--- src/rtl/sys_skew_feeder_if.sv ---
// rtl/sys_skew_feeder_if.sv - frame control, input and output stream bundle for the skew feeder
interface sys_skew_feeder_if #(
    parameter int ROWS  = 5,
    parameter int DW    = 8,
    parameter int LEN_W = 8
);
    logic                      start;
    logic [LEN_W-1:0]          len;
    logic                      skew_en;
    logic                      ready;
    logic                      in_valid;
    logic [ROWS-1:0][DW-1:0]   in_data;
    logic                      in_ready;
    logic                      stall;
    logic                      out_valid;
    logic [ROWS-1:0][DW-1:0]   out_data;
    logic                      done;

    modport master (
        output start, len, skew_en, in_valid, in_data, stall,
        input  ready, in_ready, out_valid, out_data, done
    );

    modport slave (
        input  start, len, skew_en, in_valid, in_data, stall,
        output ready, in_ready, out_valid, out_data, done
    );
endinterface

--- src/rtl/sys_skew_feeder.sv ---
// rtl/sys_skew_feeder.sv - framed input-skew stage producing the systolic wavefront
module sys_skew_feeder #(
    parameter int ROWS  = 5,
    parameter int DW    = 8,
    parameter int LEN_W = 8
) (
    input  logic              clk,
    input  logic              rst,
    sys_skew_feeder_if.slave  bus
);
    // Lane r owns an r-deep chain; all chains live in one triangular tap array.
    localparam int FW   = (ROWS > 1) ? $clog2(ROWS) : 1;
    localparam int NTAP = (ROWS > 1) ? (ROWS * (ROWS - 1)) / 2 : 1;

    function automatic int tap_base(input int r);
        return (r * (r - 1)) / 2;
    endfunction

    typedef enum logic [1:0] {S_IDLE, S_FEED, S_FLUSH, S_DONE} state_t;

    state_t                  state_q, state_d;
    logic [LEN_W-1:0]        len_q, len_d;
    logic [LEN_W-1:0]        cnt_q, cnt_d;
    logic                    skew_q, skew_d;
    logic [FW-1:0]           fl_q, fl_d;
    logic                    adv;
    logic [ROWS-1:0][DW-1:0] lane_in;
    logic [DW-1:0]           tap_q [NTAP];
    logic [ROWS-1:0][DW-1:0] out_q;
    logic                    out_valid_q;

    // In FLUSH the zero vector is shifted in so chains drain and end cleared.
    assign lane_in      = (state_q == S_FEED) ? bus.in_data : '0;
    assign bus.in_ready = (state_q == S_FEED) && !bus.stall;
    assign adv          = ((state_q == S_FEED) && bus.in_valid && !bus.stall) ||
                          ((state_q == S_FLUSH) && !bus.stall);
    assign bus.ready     = (state_q == S_IDLE);
    assign bus.done      = (state_q == S_DONE);
    assign bus.out_valid = out_valid_q;
    assign bus.out_data  = out_q;

    // Frame controller state and latched frame parameters.
    always_ff @(posedge clk or negedge rst) begin
        if (!rst) begin
            state_q <= S_IDLE;
            len_q   <= '0;
            cnt_q   <= '0;
            skew_q  <= 1'b0;
            fl_q    <= '0;
        end else begin
            state_q <= state_d;
            len_q   <= len_d;
            cnt_q   <= cnt_d;
            skew_q  <= skew_d;
            fl_q    <= fl_d;
        end
    end

    // Next-state: count accepted vectors, then ROWS-1 flush advances when skewing.
    always_comb begin
        state_d = state_q;
        len_d   = len_q;
        cnt_d   = cnt_q;
        skew_d  = skew_q;
        fl_d    = fl_q;
        case (state_q)
            S_IDLE: begin
                if (bus.start) begin
                    len_d   = bus.len;
                    skew_d  = bus.skew_en;
                    cnt_d   = '0;
                    fl_d    = '0;
                    state_d = (bus.len == '0) ? S_DONE : S_FEED;
                end
            end
            S_FEED: begin
                if (adv) begin
                    cnt_d = cnt_q + 1'b1;
                    if (cnt_q + 1'b1 == len_q) begin
                        fl_d    = '0;
                        state_d = (skew_q && (ROWS > 1)) ? S_FLUSH : S_DONE;
                    end
                end
            end
            S_FLUSH: begin
                if (adv) begin
                    fl_d = fl_q + 1'b1;
                    if (fl_q + 1'b1 == FW'(ROWS - 1)) begin
                        state_d = S_DONE;
                    end
                end
            end
            S_DONE: begin
                state_d = S_IDLE;
            end
            default: begin
                state_d = S_IDLE;
            end
        endcase
    end

    // Shift every lane chain by one on each advance while skewing.
    always_ff @(posedge clk or negedge rst) begin
        if (!rst) begin
            for (int i = 0; i < NTAP; i++) begin
                tap_q[i] <= '0;
            end
        end else if (adv && skew_q) begin
            for (int r = 1; r < ROWS; r++) begin
                tap_q[tap_base(r)] <= lane_in[r];
                for (int k = 1; k < r; k++) begin
                    tap_q[tap_base(r) + k] <= tap_q[tap_base(r) + k - 1];
                end
            end
        end
    end

    // Register the wavefront: chain tails when skewing, the raw input in bypass.
    always_ff @(posedge clk or negedge rst) begin
        if (!rst) begin
            out_q       <= '0;
            out_valid_q <= 1'b0;
        end else begin
            out_valid_q <= adv;
            if (adv) begin
                out_q[0] <= lane_in[0];
                for (int r = 1; r < ROWS; r++) begin
                    out_q[r] <= skew_q ? tap_q[tap_base(r) + r - 1] : lane_in[r];
                end
            end
        end
    end
endmodule

--- src/flat_wrapper.sv ---
// flat-port wrapper written by rule: the top's interface ports become plain ports
module sys_skew_feeder_flat 
#(
    parameter int ROWS  = 5,
    parameter int DW    = 8,
    parameter int LEN_W = 8
)
  (clk, rst, bus_start, bus_len, bus_skew_en, bus_in_valid, bus_in_data, bus_stall, bus_ready, bus_in_ready, bus_out_valid, bus_out_data, bus_done);
  sys_skew_feeder_if #(.ROWS(ROWS), .DW(DW), .LEN_W(LEN_W)) bus_i ();
  input  logic clk;
  input  logic rst;
  input wire logic [$bits(bus_i.start)-1:0] bus_start;
  input wire logic [$bits(bus_i.len)-1:0] bus_len;
  input wire logic [$bits(bus_i.skew_en)-1:0] bus_skew_en;
  input wire logic [$bits(bus_i.in_valid)-1:0] bus_in_valid;
  input wire logic [$bits(bus_i.in_data)-1:0] bus_in_data;
  input wire logic [$bits(bus_i.stall)-1:0] bus_stall;
  output wire logic [$bits(bus_i.ready)-1:0] bus_ready;
  output wire logic [$bits(bus_i.in_ready)-1:0] bus_in_ready;
  output wire logic [$bits(bus_i.out_valid)-1:0] bus_out_valid;
  output wire logic [$bits(bus_i.out_data)-1:0] bus_out_data;
  output wire logic [$bits(bus_i.done)-1:0] bus_done;
  assign bus_i.start = bus_start;
  assign bus_i.len = bus_len;
  assign bus_i.skew_en = bus_skew_en;
  assign bus_i.in_valid = bus_in_valid;
  assign bus_i.in_data = bus_in_data;
  assign bus_i.stall = bus_stall;
  assign bus_ready = bus_i.ready;
  assign bus_in_ready = bus_i.in_ready;
  assign bus_out_valid = bus_i.out_valid;
  assign bus_out_data = bus_i.out_data;
  assign bus_done = bus_i.done;
  sys_skew_feeder #(.ROWS(ROWS), .DW(DW), .LEN_W(LEN_W)) u_core (.clk(clk), .rst(rst), .bus(bus_i));
endmodule
--- config.mk ---
export PLATFORM = sky130hd
export DESIGN_NAME = sys_skew_feeder_flat
export DESIGN_NICKNAME = d
export VERILOG_FILES = /design/src/rtl/sys_skew_feeder_if.sv /design/src/rtl/sys_skew_feeder.sv /design/src/flat_wrapper.sv
export SDC_FILE = /design/constraint.sdc
export NUM_CORES = 1
export LEC_CHECK = 0
export CORE_MARGIN = 1
export CORE_UTILIZATION = 25
export DETAILED_ROUTE_END_ITERATION = 10
export PLACE_DENSITY = 0.45
export SETUP_SLACK_MARGIN = 0.15
export SLEW_MARGIN = 5
export SYNTH_ARGS = -nofsm -noshare
export SYNTH_HDL_FRONTEND = slang
export SYNTH_SLANG_ARGS = --single-unit
--- constraint.sdc ---
create_clock -name clk -period 3 [get_ports clk]
set_clock_uncertainty 0.2 [all_clocks]
set_input_delay 0.6 -clock clk [delete_from_list [all_inputs] [get_ports clk]]
set_output_delay 0.6 -clock clk [all_outputs]
set_load 0.01 [all_outputs]
# Word-level counts from Yosys, hierarchy flattened
# Cells that the tools add are included.
# totals
input_bits	54
elab_cells	69
register_bits	143
out_inout_bits	44
# op_classes
n_eq_ne	10
addsub	2
n_reduce_logical	15
muxes	21
# op_table
op	count
8-bit two-way mux	6
40-bit two-way mux	1
8-bit one-hot mux with 2 select lines	1
2-bit two-way mux	6
3-bit two-way mux	4
5-bit AND reduction	2
3-bit one-hot mux with 3 select lines	1
8-bit by 1-bit adder with 8-bit output, second input constant	1
8-bit equality test	1
8-bit zero test	1
2-bit one-hot mux with 4 select lines	1
2-bit != test, second input constant	3
1-bit logical AND	5
2-bit equality test, second input constant	2
2-bit by 1-bit != test with 1-bit output, second input constant	2
3-bit by 1-bit adder with 3-bit output, second input constant	1
3-bit equality test, second input constant	1
3-bit AND reduction	1
3-bit nonzero test	1
2-bit by 1-bit equality test with 1-bit output, second input constant	1
2-bit zero test	1
2-bit AND reduction	1
2-bit nonzero test	1
1-bit zero test	1
other kinds (2)	2

# Longest topological paths before layout
# Gate-level depths: netlist of run 1.
# logic_depth
word_depth	6
ltp_mapped	11
mapped_depth_nobuf	8

# Least setup slack after synthesis of run 1
# Ideal clock, no wire load.
# synth_timing
path_type	reg-to-reg
from	register u_core.cnt_q[1]
to	register u_core.state_q[0]
stages_incl_launch_ff	8
synth_period_minus_slack_ns	2.370
setup_slack_ns	0.630
n_path_buf	0
t_required_ns	2.658
arrival_time_ns	2.028
cell_sequence	dfrtp_1 ha_1 or3b_1 a211oi_2 nor3_1 or3_1 o41ai_2 o311ai_1
# synth_between
elab_chain_cells	4
# synth_rtl
element	line_no	source
from (decl)	sys_skew_feeder.sv:23	logic [LEN_W-1:0] cnt_q, cnt_d;
from (signal assigned)	sys_skew_feeder.sv:53	cnt_q <= cnt_d;
8-bit by 1-bit adder with 8-bit output	sys_skew_feeder.sv:79	if (cnt_q + 1'b1 == len_q) begin
8-bit equality test	sys_skew_feeder.sv:79	
2-bit != test (no source line)	n/a	
5-bit AND reduction (no source line)	n/a	
to (signal assigned)	sys_skew_feeder.sv:51	state_q <= state_d;
to (decl)	sys_skew_feeder.sv:21	state_t state_q, state_d;
# No other way between the ends.
# A chain may end at the register's enable or synchronous reset.

# Final worst setup path of run 1
# layout_timing
from	register u_core.state_q[1]
to	output port bus_in_ready
# layout_between
elab_chain_cells	2
# layout_rtl
element	line_no	source
2-bit by 1-bit equality test with 1-bit output	sys_skew_feeder.sv:34	assign bus.in_ready = (state_q == S_FEED) && !bus.stall;
1-bit logical AND	sys_skew_feeder.sv:34	
to (decl)	flat_wrapper.sv:19	output wire logic [$bits(bus_i.in_ready)-1:0] bus_in_ready;
# No other way between the ends.

==> results of run 1 <==
-- power groups by stage --
stage	Clock (mW)	Combinational [mW]	Sequential [mW]
2_1_floorplan	0	1.70	3.11
3_3_place_gp	0	2.71	3.14
3_5_place_dp	0	2.78	3.18
4_1_cts	2.21	2.79	3.15
5_1_grt	2.29	3.09	3.24
6_report	2.14	2.75	3.14
-- how the worst max path moves through the flow --
stage | endpoint | slack (ns) | cells after the start
after CTS | bus_in_ready | 0.16 | 5
after detailed placement | u_core.tap_q[61] | 0.26 | 7
after global placement | u_core.tap_q[59] | 0.29 | 7
after global routing | u_core.fl_q[0] | 0.15 | 7
final | bus_in_ready | 0.23 | 5
after floorplan | u_core.state_q[0] | 0.63 | 7
-- logic make-up after synthesis --
group / count (synthesis)
AOI/OAI and AO/OA: 129
xor gates and xnor gates: 10
adders and majority gates: 7
buffers and inverters: 47
DFF: 143
muxes: 62
and+or+nand+nor: 213
-- Yosys cell counts, types with 4 or more instances --
cell,number,area share (%)
a21oi_1,35,2.8
clkbuf_1,31,1.8
nor2b_1,5,0.50
o21ai_0,75,6.0
a22o_1,4,0.56
inv_1,7,0.42
nand2_1,126,7.5
nor3b_1,4,0.48
nand3_1,13,1.0
dfrtp_1,143,57
xnor2_1,5,0.70
ha_1,7,1.4
nor3_1,4,0.32
mux2_2,57,10
nor2_1,43,2.6
mux2i_1,4,0.64
xor2_1,5,0.70
-- area by class of cell --
cell class | instances | area (sq um) | share of cell area (%)
flip-flops and latches | 143 | 3580 | 43.41
multi-input cells | 421 | 2519 | 30.55
repair buffers | 111 | 1117 | 13.55
clock buffers | 18 | 439.2 | 5.326
well taps | 324 | 405.4 | 4.917
clock inverters | 14 | 155.1 | 1.882
inverters | 7 | 30.03 | 0.3642
-- worst register-to-register path: stages, from the launching register on --
cell and delay [ns]:
dfrtp_1 0.47, ha_1 0.29, or3b_1 0.38, a211oi_2 0.22, nor3_1 0.09, o31ai_2 0.42, nand3b_1 0.22, o311ai_1 0.31
-- repair_timing --
item | CTS | global route
hold buffers | 1 | 0
setup endpoints to repair | 0 | 1
buffers inserted | 0 | 1
resized for setup | 0 | 1
hold endpoints to repair | 52 | 0
-- layer usage --
layer	wire length (microns)	track usage, %	part of all wire, %
met1	6786	16.21	45
met2	7298	20.07	49
met3	628	2.273	4.2
met4	209	5.446	1.4
met5	0	0	0
-- stage by stage --
stage	hold WS [ns]	util, %	area (sq um)
2_1_floorplan	0.1044	-	6296
3_3_place_gp	0.2551	31.10	7630
3_5_place_dp	0.2665	31.10	7630
4_1_cts	0.2796	33.56	8234
5_1_grt	0.2998	33.61	8245
6_report	0.2759	33.61	8245
-- registers in the layout (all words and copies together), names as in the netlist --
register / count
u_core.fl_q: 3
u_core.cnt_q: 8
u_core.tap_q: 80
u_core.bus.out_valid: 1
u_core.skew_q: 1
u_core.state_q: 2
u_core.bus.out_data: 40
u_core.len_q: 8
==> metrics.txt, run 1 <==
run status=finished clean; XOR/XNOR share of the synthesized area=1.391%; DRT iter0 DRCs=332; Logic pwr share=about a third; Inserted Clock Buffers=17; core footprint=between 20000 and 25000 sq um; Yosys warnings=0; first-pass GRT wire length=between 20000 and 30000 microns; most frequent cells in the layout=dfrtp_1 (142), nand2_1 (125), clkdlybuf4s50_1 (96); die height=roughly 160 microns; crit-path cells=inv_1 > ha_2 > clkinvlp_4 > nor2_1 > clkdlybuf4s50_1; startpoint types=register; simple-gate share of the synthesized area=14.55%; fraction of layout cells with a size suffix above 1=16.53%; crit path capture type=output port; setup violators final=0; chip width=~160 microns; flops & latches, synth=between 100 and 150; async set-reset flop share out of synthesis=100.0%; I/O pins=slightly below 100; vias in the first global route=~4800; Worst Tran Pin Value=0.6119 ns; Final Max Slew Viols=0; power per cell area=about 970 nW/um^2; via count=around 4600; clk sinks=approximately 140; EDFF count, synth=0; CP Buf/Inv Count=3; fill count=around 2500; Final Worst Setup Slack=between 0.2 and 0.25 ns; Flop pwr share=roughly 39%; Mean Syn Cell Area=roughly 10 sq um; FF-to-FF path depth=7; delay-heaviest family, CP=buffers and inverters; Hold Path Depth=2; maxcap violations=0; clk_lat worst skew=0.42 ns; f_max=about 360 MHz; RR Endpoint=u_core.state_q[0]; largest net degree at the start of global routing=between 70 and 80; Min-Delay Startpoint=u_core.bus.out_data[37]; CP required=roughly 2.2 ns; register area share after synthesis=56.84%; Syn Std Cell Area=between 6000 and 7000 sq um; total track usage=12.41%; internal power=approximately 5.2 mW; Fin. Hold Viols=0; hold endpoint=u_core.bus.out_data[37]; final antenna-violating net count=0; clock-pin slew on the worst setup and hold paths=~0.06 ns; vias per inst=4.456; worst reg2reg path startpoint=u_core.cnt_q[0]; maximum VDD drop=around 0.3 mV; final wirelength=between 10000 and 15000 microns; Worst Path Max Fanout=4; die footprint=25820 sq um; Final Non-Filler Cells=between 1000 and 1500; adder-cell share of the synthesized area=around 1.4%; Worst path slowest cell=clkdlybuf4s50_1; unrepaired setup endpoints after global routing=no; Total Power=8.024 mW; n_diodes=0; most common cell after layout, fill and taps aside=dfrtp_1; Max-Slew Margin vs Limit=between 50 and 60%; Pleak=roughly 3.7 nW; CP startpoint=u_core.state_q[1]; CTS tree=built; GPL Wtd Cong=0.7460; main combinational cell family by area after synthesis=simple AND/OR/NAND/NOR gates; Tcrit/Tclk final=92.19%; Placed Instances=1004; Mapped Nets=672; wire per inst=approximately 14 microns; Setup TNS Final=0 ns; Gate Count Post-Synth=611; P_sw=approximately 2.8 mW; Area Growth Syn to Fin=30.96%; multiplexer share of the synthesized area=11.07%; count of cell types in the netlist=48; DRC=0; total grt overflow=0; Port Buf Inserts=a little under 100; min Tclk post-route=2.766 ns; initial core utilization=between 20% and 30%; clk root buf=clkbuf_16; H-Tree Depth=4; antenna violations before repair=0; Sw Share=a little over a third; critical path type=register to output port; Final #Nets=approximately 760; Clock Path Buffers=2; pre-CTS setup slack=about 0.26 ns; Worst EP arrival=1.97 ns; worst hold-check path type=register to register; reg2reg setup slack=0.29 ns; DPL Wire Length=between 10000 and 15000 microns; Pre-Repair DR Iteration Count=4; row cnt=between 50 and 60; Most used DFF post-synth=dfrtp_1; Compound-Gate Fraction of Synth Area=a little under an eighth; largest stage delay on the critical path=~0.54 ns; Clk network pwr share=26.7%
(Power assumes the default switching activity.)
==> inputs of run 2 (changes only) <==
--- a/config.mk
+++ b/config.mk
@@ -8,6 +8,7 @@
 export CORE_MARGIN = 1
 export CORE_UTILIZATION = 25
 export DETAILED_ROUTE_END_ITERATION = 10
+export MAX_ROUTING_LAYER = met4
 export PLACE_DENSITY = 0.45
 export SETUP_SLACK_MARGIN = 0.15
 export SLEW_MARGIN = 5
==> metrics.txt, run 2 (same netlist as run 1, synthesis figures left out) <==
DPL Wire Length=between 10000 and 15000 microns; clk root buf=clkbuf_16; clk_lat worst skew=approximately 0.42 ns; largest net degree at the start of global routing=78; Met2 Wirelength=roughly 7300 microns; row cnt=57; total grt overflow=0; first-pass GRT wire length=25120 microns; maximum VDD drop=0.2967 mV; largest stage delay on the critical path=approximately 0.54 ns; most frequent cells in the layout=dfrtp_1 (142), nand2_1 (125), clkdlybuf4s50_1 (96); Clock Path Buffers=2; worst reg2reg path startpoint=u_core.cnt_q[0]; Final Max Slew Viols=0; Min Hold Slack=0.2759 ns; I/O pins=98; setup violators final=0; worst hold-check path type=register to register; fraction of layout cells with a size suffix above 1=between 15 and 20%; fill count=approximately 2500; chip width=160.7 microns; final antenna-violating net count=0; crit-path cells=inv_1 > ha_2 > clkinvlp_4 > nor2_1 > clkdlybuf4s50_1; most common cell after layout, fill and taps aside=dfrtp_1; Hold Path Depth=2; Tcrit/Tclk final=just over 90%; core footprint=24530 sq um; Max-Slew Margin vs Limit=between 60% and 70%; number of flip-flops in the largest register=80; Min-Delay Startpoint=u_core.bus.out_data[37]; dpl cell area=7630 sq um; maxcap violations=0; RR Endpoint=u_core.state_q[0]; Final #Nets=roughly 760; metal3 WL=just under 700 microns; Setup TNS Final=0 ns; FF-to-FF path depth=7; hold endpoint=u_core.bus.out_data[37]; clk sinks=roughly 140; Biggest register=u_core.tap_q; CP Buf/Inv Count=3; initial core utilization=25.66%; vias per inst=approximately 4.5; CTS tree=built; highest routed layer=met4; power per cell area=slightly below 1000 nW/um^2; delay-heaviest family, CP=buffers and inverters; wire per inst=about 14 microns; critical path type=register to output port; via count=between 4000 and 5000; Pre-Repair DR Iteration Count=4; antenna violations before repair=0; DRT iter0 DRCs=~310; Worst Path Max Fanout=4; Area Growth Syn to Fin=30.96%; unrepaired setup endpoints after global routing=no; vias in the first global route=around 4800; finished layout cell area=about 8000 sq um; clock-pin slew on the worst setup and hold paths=roughly 0.060 ns; Finished Core Util=about a third; Worst path slowest cell=clkdlybuf4s50_1; Fin. Hold Viols=0; die footprint=between 20000 and 30000 sq um; die height=160.7 microns; GPL Wtd Cong=0.7555; H-Tree Depth=4; run status=finished clean; CP required=2.20 ns; Worst Tran Pin Value=approximately 0.59 ns; final wirelength=between 10000 and 15000 microns; Inserted Clock Buffers=17; routed metal-1 wire length=around 6700 microns; n_diodes=0; f_max=between 300 and 400 MHz; min Tclk post-route=2.767 ns; crit path capture type=output port; Pleak=~3.7 nW; DRC=0; Port Buf Inserts=97; reg2reg setup slack=0.27 ns; total track usage=~13%; Worst EP arrival=approximately 2.0 ns; startpoint types=register
[run 2: cell counts in the layout (fill, tap and decap cells not counted)]
No cell type changed its count.
[run 2: metal layers]
metal | GRT usage (%) | vias up
met5 | - | -
met4 | 5.060 | 0
met3 | 2.299 | 13
met2 | 20.07 | 102
met1 | 16.32 | 2255
li1 | - | 2273
[run 2: worst min-delay path: cells and delay by family, from the launching register on]
family,cells,cell delay (ns)
AO/OA/AOI/OAI,1,0.06
AND/OR/NAND/NOR,1,0.04
flip-flops,1,0.34
[run 2: layout make-up]
type                    instances  area (sq um)  share of cell area, %
flip-flops and latches        143          3580                  43.41
clock inverters                14         155.1                  1.882
clock buffers                  18         439.2                  5.326
well taps                     324         405.4                  4.917
inverters                       7         30.03                 0.3642
repair buffers                111          1117                  13.55
multi-input cells             421          2519                  30.55
[run 2: stage by stage]
stage	setup WS [ns]	instances	power, mW
2_1_floorplan	0.6304	611	4.813
3_3_place_gp	0.2868	1004	5.855
6_report	0.2326	1038	8.027
4_1_cts	0.1640	1037	8.147
5_1_grt	0.1512	1038	8.616
3_5_place_dp	0.2571	1004	5.959
[run 2: how the worst max path moves through the flow]
stage | startpoint | endpoint | slack (ns) | cells after the start
4_1_cts | u_core.state_q[1] | bus_in_ready | 0.16 | 5
2_1_floorplan | u_core.cnt_q[1] | u_core.state_q[0] | 0.63 | 7
3_5_place_dp | bus_in_valid | u_core.tap_q[61] | 0.26 | 7
5_1_grt | u_core.cnt_q[0] | u_core.fl_q[0] | 0.15 | 7
6_report | u_core.state_q[1] | bus_in_ready | 0.23 | 5
3_3_place_gp | bus_in_valid | u_core.tap_q[59] | 0.29 | 7
[run 2: timing repair]
| item | 4_1_cts | 5_1_grt |
|---|---|---|
| endpoints found under the setup margin | 0 | 1 |
| gates resized for setup | 0 | 1 |
| buffers inserted | 0 | 1 |
| hold buffers | 1 | 0 |
| hold endpoints to repair | 52 | 0 |
[run 2: power by group]
group          internal [mW]  total [mW]  switching (mW)  leakage, nW
Clock                   1.26        2.14           0.882        0.288
Sequential              2.68        3.14           0.455         1.91
Combinational           1.30        2.75            1.45         1.47
Total                   5.24        8.03            2.79         3.67
==> inputs of run 3 (changes only) <==
==> constraint.sdc (replaced) <==
create_clock -name clk -period 3.2 [get_ports clk]
set_clock_uncertainty 0.2 [all_clocks]
set_input_delay 0.64 -clock clk [delete_from_list [all_inputs] [get_ports clk]]
set_output_delay 0.64 -clock clk [all_outputs]
set_load 0.01 [all_outputs]
==> metrics.txt, run 3 (same netlist as run 1, synthesis figures left out) <==
initial core utilization=between 20% and 30%; number of flip-flops in the largest register=80; maximum VDD drop=approximately 0.32 mV; wire per inst=~14 microns; startpoint types=register; hold buffers post-CTS=0; Inserted Clock Buffers=17; Tcrit/Tclk final=about nine tenths; row cnt=57; DRT iter0 DRCs=208; GPL Wtd Cong=roughly 0.74; via count=4595; Placed Instances=between 1000 and 1500; CP required=2.36 ns; Biggest register=u_core.tap_q; I/O pins=about 100; die height=160.7 microns; largest stage delay on the critical path=0.61 ns; min Tclk post-route=approximately 2.8 ns; Fin. Hold Viols=5; reg2reg setup slack=approximately 0.44 ns; Final Max Slew Viols=0; metal3 WL=571 microns; Final Non-Filler Cells=just over 1000; total track usage=roughly an eighth; final wirelength=about 15000 microns; DPL Wire Length=between 9000 and 10000 microns; Min Hold Slack=-0.01752 ns; critical path type=register to output port; Max-Slew Margin vs Limit=55.57%; clk root buf=clkbuf_16; fraction of layout cells with a size suffix above 1=between 10% and 20%; first-pass GRT wire length=approximately 25000 microns; crit path capture type=output port; dpl cell area=7595 sq um; CP Buf/Inv Count=2; worst reg2reg path startpoint=u_core.cnt_q[0]; total grt overflow=0; vias in the first global route=roughly 5000; delay-heaviest family, CP=buffers and inverters; Pleak=3.646 nW; Met2 Wirelength=7052 microns; f_max=352.3 MHz; die footprint=between 20000 and 30000 sq um; run status=finished with violations; Pre-Repair DR Iteration Count=4; most frequent cells in the layout=dfrtp_1 (142), nand2_1 (125), clkdlybuf4s50_1 (96); failing checks=hold timing; FF-to-FF path depth=7; power per cell area=roughly 910 nW/um^2; antenna violations before repair=0; DRC=0; crit-path cells=inv_1 > ha_1 > clkdlybuf4s50_1; Setup TNS Final=0 ns; routed metal-1 wire length=about 7000 microns; worst hold-check path type=input pin to async pin; highest routed layer=met4; clk sinks=approximately 140; Worst EP arrival=about 2.0 ns; setup violators final=0; maxcap violations=0; H-Tree Depth=4; final antenna-violating net count=0; Total Power=between 7 and 8 mW; core footprint=~25000 sq um; largest net degree at the start of global routing=just under 80; RR Endpoint=u_core.fl_q[0]; clk_lat worst skew=around 0.42 ns; Port Buf Inserts=97; Clock Path Buffers=2; most common cell after layout, fill and taps aside=dfrtp_1; Worst Tran Pin Value=0.6621 ns; unrepaired setup endpoints after global routing=no; Final #Nets=between 700 and 800; Worst Path Max Fanout=11; n_diodes=0; CTS tree=built; Worst path slowest cell=clkdlybuf4s50_1; vias per inst=4.435; clock-pin slew on the worst setup and hold paths=0.06 ns; chip width=approximately 160 microns; Area Growth Syn to Fin=30.39%; pre-CTS setup slack=0.4773 ns; finished layout cell area=around 8200 sq um; Final Worst Setup Slack=0.3611 ns; fill count=approximately 2500
## run 3: layout make-up
| type | count | area (sq um) | share of cell area, % |
|---|---|---|---|
| timing repair buffer | 109 | 1087 | 13.24 |
| multi-input combinational | 421 | 2529 | 30.80 |
| sequential | 143 | 3580 | 43.61 |
| inverter | 7 | 26.28 | 0.3201 |
| tap | 324 | 405.4 | 4.938 |
| clock inverter | 12 | 125.1 | 1.524 |
| clock buffer | 20 | 456.7 | 5.563 |
## run 3: how the worst max path moves through the flow
stage | from | endpoint | cells after the start | slack [ns]
floorplan | u_core.cnt_q[1] | u_core.state_q[0] | 7 | 0.83
global placement | u_core.state_q[1] | bus_in_ready | 5 | 0.53
detailed placement | u_core.state_q[1] | bus_in_ready | 5 | 0.48
CTS | u_core.state_q[1] | bus_in_ready | 5 | 0.18
global route | u_core.state_q[0] | bus_ready | 3 | 0.25
finish | u_core.state_q[1] | bus_ready | 3 | 0.36
## run 3: stage by stage
step                      util (%)  hold WS (ns)
final                        33.46      -0.01752
after global routing         33.46       0.02347
after CTS                    33.37      0.003352
after detailed placement     30.96        0.2596
after global placement       30.96        0.2572
after floorplan                  -        0.1444
## run 3: what timing repair did
item                                    4_1_cts  5_1_grt
buffers inserted                              0        3
gates resized for setup                       1        0
endpoints found under the setup margin        1        1
## run 3: layer usage
| layer | up-vias | track usage, % |
|---|---|---|
| li1 | 2261 | - |
| met1 | 2244 | 15.83 |
| met2 | 79 | 19.38 |
| met3 | 11 | 2.841 |
| met4 | 0 | 4.031 |
| met5 | - | - |
## run 3: report_power, final
group,total (mW),internal [mW],switching [mW]
clock,1.94,1.13,0.813
combinational,2.55,1.22,1.34
sequential,2.97,2.51,0.455
total,7.46,4.86,2.60
